==> src/rtl/muldiv_sequencer.sv <==
// Control sequencer for the multi-cycle multiply and divide units.
// Launches one unit, waits for its result or a fault, then loads HI/LO.
module muldiv_sequencer #(
  parameter int unsigned TIMEOUT_CYCLES = 40,
  parameter int unsigned CNT_W          = 6
) (
  input  logic clk,
  input  logic reset,
  input  logic op_start,
  input  logic op_sel,
  input  logic abort,
  input  logic mult_stop,
  input  logic div_stop,
  input  logic div_zero,
  output logic mult_init,
  output logic div_init,
  output logic hilo_sel,
  output logic high_load,
  output logic low_load,
  output logic busy,
  output logic done,
  output logic div0_exc,
  output logic timeout_exc
);

  typedef enum logic [2:0] {
    S_IDLE,
    S_START,
    S_WAIT,
    S_WRITE,
    S_DONE,
    S_EXC_DZ,
    S_EXC_TO
  } state_e;

  localparam logic [CNT_W-1:0] CNT_LAST =
    CNT_W'(TIMEOUT_CYCLES - 1);
  localparam logic [CNT_W-1:0] CNT_MAX = '1;
  localparam logic [CNT_W-1:0] CNT_ONE = CNT_W'(1);

  state_e           state_q, state_d;
  logic [CNT_W-1:0] cnt_q, cnt_d;
  logic             op_q, op_d;
  logic             sel_stop;

  // Only the launched unit may finish the operation.
  assign sel_stop = op_q ? div_stop : mult_stop;

  always_ff @(posedge clk or posedge reset) begin
    if (reset) begin
      state_q <= S_IDLE;
      cnt_q   <= '0;
      op_q    <= 1'b0;
    end else begin
      state_q <= state_d;
      cnt_q   <= cnt_d;
      op_q    <= op_d;
    end
  end

  always_comb begin
    state_d = state_q;
    cnt_d   = cnt_q;
    op_d    = op_q;
    unique case (state_q)
      S_IDLE: begin
        if (op_start) begin
          op_d    = op_sel;
          cnt_d   = '0;
          state_d = S_START;
        end
      end
      S_START: begin
        cnt_d   = '0;
        state_d = abort ? S_IDLE : S_WAIT;
      end
      S_WAIT: begin
        if (cnt_q != CNT_MAX) begin
          cnt_d = cnt_q + CNT_ONE;
        end
        if (abort) begin
          state_d = S_IDLE;
        end else if (op_q && div_zero) begin
          state_d = S_EXC_DZ;
        end else if (sel_stop) begin
          state_d = S_WRITE;
        end else if (cnt_q == CNT_LAST) begin
          state_d = S_EXC_TO;
        end
      end
      S_WRITE: begin
        state_d = abort ? S_IDLE : S_DONE;
      end
      S_DONE:   state_d = S_IDLE;
      S_EXC_DZ: state_d = S_IDLE;
      S_EXC_TO: state_d = S_IDLE;
      default:  state_d = S_IDLE;
    endcase
  end

  // Every output is a pure decode of registered state.
  assign mult_init   = (state_q == S_START) & ~op_q;
  assign div_init    = (state_q == S_START) &  op_q;
  assign hilo_sel    = op_q;
  assign high_load   = (state_q == S_WRITE);
  assign low_load    = (state_q == S_WRITE);
  assign busy        = (state_q != S_IDLE);
  assign done        = (state_q == S_DONE);
  assign div0_exc    = (state_q == S_EXC_DZ);
  assign timeout_exc = (state_q == S_EXC_TO);

endmodule
==> config.mk <==
export PLATFORM = sky130hd
export DESIGN_NAME = muldiv_sequencer
export DESIGN_NICKNAME = d
export VERILOG_FILES = /design/src/rtl/muldiv_sequencer.sv
export SDC_FILE = /design/constraint.sdc
export NUM_CORES = 1
export LEC_CHECK = 0
export ABC_AREA = 1
export BUFFER_PORTS_ARGS = -buffer_cell sky130_fd_sc_hd__buf_2
export CAP_MARGIN = 30
export CORE_MARGIN = 2
export CORE_UTILIZATION = 55
export CTS_CLUSTER_SIZE = 10
export DETAILED_ROUTE_END_ITERATION = 12
export PLACE_DENSITY = 0.93
export SLEW_MARGIN = 30
export SYNTH_ARGS = -nofsm -noshare
export SYNTH_HDL_FRONTEND = slang
export SYNTH_SLANG_ARGS = --single-unit
export TNS_END_PERCENT = 100
==> constraint.sdc <==
create_clock -name clk -period 3.8 [get_ports clk]
set_clock_uncertainty 0.2 [all_clocks]
set_input_delay 0.38 -clock clk [delete_from_list [all_inputs] [get_ports clk]]
set_output_delay 0.38 -clock clk [all_outputs]
set_load 0.01 [all_outputs]
==> flow_summary.toml <==
[sta]
hold_viol = 0
fin_crit_sh_pct = 50.26
slew-limit-headroom_pct = 75.07
worstMarginPinSlew_ns = 0.3736
fin_crit_ns = 1.910
fmax_mhz = 523.6
drv_slew = 0
setup_viol = 0
fin_setup_tns_ns = 0
rsz0062_at_grt = "false"

[die]
initial_utilization_pct = 57.30
ios = 17
die_x_um = 40.36
fp.dieH_um = 40.36
die-area_um2 = 1629
core_um2 = 1269
rows = 13

[yosys]
syn_avg_cell_area_um2 = 6.669
synth_area_um2 = 726.9
synth-xor-area-share_pct = 1.205
yosysWarnings = 0
synth_cells = 109
synth_cell_types = 21
syn-num-nets = 118
synth_compound_area_share_pct = 6.024
synthSimpleGateAreaFrac_pct = 43.72
synth_seq_cells = 10
synth-adder-area-share_pct = 1.721
synthMuxAreaShare_pct = 0
synth_top_family_by_area = "simple AND/OR/NAND/NOR gates"
synth-seq-area-share_pct = 34.42

[min_path]
hold_end = "hilo_sel$_DFFE_PP0P_"
worst_hold_startpoint = "op_sel"
hold_path_class = "input pin to flip-flop"
worstHoldPathCells = 3

[setup_path]
slowest_stage = "dfrtp_1"
worstSetupStartpointType = "flip-flop"
critical-path-max-stage-delay_ns = 0.50
reg2reg_to = "cnt_q[0]$_DFFE_PP0P_"
crit_type = "flip-flop to primary output"
path_cells = "or2_2 -> nor2_1 -> buf_2"
path_max_fanout = 9
reg2reg_depth = 7
cp_data_arrival_time_ns = 1.33
r2r-start = "cnt_q[0]$_DFFE_PP0P_"
cp_top_family = "flip-flops"
rrSetupSlack_ns = 2.24
cp_num_buf_inv = 1
crit_required_ns = 3.22
cp-end-kind = "primary output"

[grt]
grt_pass1_vias = 617
grt_max_degree = 11
grt_antenna_before_repair = 0
grtUsageTotal_pct = 22.69
grt_pass1_wl_um = 2428
grt_overflow_total = 0

[routing]
wl_per_cell_um = 10.22
vias = 703
drt-vias-per-instance = 4.916
dr.pass1.iters = 4
drt_iter0_markers = 24
ant_nets = 0
drcViolationCount = 0
wl_um = 1461

[final_layout]
fin_nets = 138
diodes = 0
layout_commonest_cell = "nand2_1"
drive_above_1_share_pct = 27.34
fillers = 96
most-common-layout-cells = "nand2_1 (32), inv_1 (17), buf_2 (16), nor2_1 (13), dfrtp_1 (10)"
fin_area_um2 = 853.3
area_growth_pct = 17.38

[cts]
clk_latency_ns = 0.27
cts_buffer_depth = 2
clk_root_buffer_cell = "clkbuf_4"
cts.sinks = 10
cts_tree = "yes"
post_cts.repair.setup_buffers = 0
cts_resized = 0
cts_max_level = 1
numCtsBuffers = 3
clk_pin_slew_worst_paths_ns = 0.06
cts_hold_buf = 1

[placed_design]
port_buffers = 16
placed_area_um2 = 807.0
gp_congestion = 0.8843
hpwl_um = 1163

[run]
max_cap_violations = 0

[power]
irDropWorstVdd_uv = 405.7
powerDensity_nw_per_um2 = 580.9
power_leakage_nw = 0.4953
total_power_w = 0.0004957

[outcome]
status = "completed"
metrics by stage:
stage | hold slack, ns | cells | worst slack (ns) | utilization, %
after global placement | 0.1706 | 138 | 2.201 | 63.61
after floorplan | 0.02018 | 109 | 2.268 | -
after CTS | 0.1609 | 143 | 1.883 | 67.26
after global routing | 0.1616 | 143 | 1.823 | 67.26
after detailed placement | 0.1678 | 138 | 2.177 | 63.61
final | 0.1669 | 143 | 1.890 | 67.26
synthesized netlist by cell type, drive strengths merged:
| cell type | n | area (µm²) |
|---|---|---|
| xor2 | 1 | 8.760 |
| o21ai | 4 | 23.77 |
| nand4 | 2 | 12.51 |
| inv | 20 | 75.07 |
| a21oi | 4 | 20.02 |
| nand3 | 9 | 55.05 |
| ha | 1 | 12.51 |
| or2 | 1 | 6.260 |
| nand2 | 37 | 161.4 |
| nor3 | 2 | 10.01 |
| buf | 2 | 18.77 |
| nor2 | 16 | 72.57 |
| dfrtp | 10 | 250.2 |
state kept, by name, summed over array words and instances (netlist names):
name	flops
cnt_q	6
state_q	3
hilo_sel	1
worst min-delay path, cell delays in order:
cell	delay, ns
buf_2	0.08
nor2_1	0.03
a21oi_1	0.10
logic make-up (layout without fill, tap and decap cells):
logic type      after synthesis  in the layout
flops                        10             10
simple gates                 67             67
xor+xnor                      1              1
fa+ha+maj                     1              1
compound gates                8              8
buf+inv                      22             41
layout make-up:
type                    count  area, µm²  share of cell area, %
clock buffers               4      36.28                  4.252
inverters                  20      75.07                  8.798
multi-input cells          77      382.9                  44.87
flip-flops and latches     10      250.2                  29.33
well taps                  15      18.77                  2.199
repair buffers             17      90.09                  10.56
worst max path at each step:
stage	from	end	slack (ns)	cells past startpoint
floorplan	state_q[1]$_DFFE_PP0P_	div0_exc	2.27	3
global placement	state_q[1]$_DFFE_PP0P_	div0_exc	2.20	3
detailed placement	state_q[1]$_DFFE_PP0P_	div0_exc	2.18	3
CTS	state_q[1]$_DFFE_PP0P_	div0_exc	1.88	3
global route	state_q[1]$_DFFE_PP0P_	div_init	1.82	4
finish	state_q[1]$_DFFE_PP0P_	div0_exc	1.89	3
power by group:
part           switching (W)  total (W)  internal [W]
combinational       0.000146   0.000230     0.0000846
clock              0.0000376  0.0000959     0.0000583
sequential         0.0000405   0.000170      0.000129
layer usage:
| layer | wire length [µm] | global-route usage (%) |
|---|---|---|
| met5 | 0 | 0 |
| met4 | 15 | 10.00 |
| met3 | 66 | 6.667 |
| met2 | 710 | 34.52 |
| met1 | 668 | 29.51 |
No activity file was read; power rests on OpenSTA's default activity.
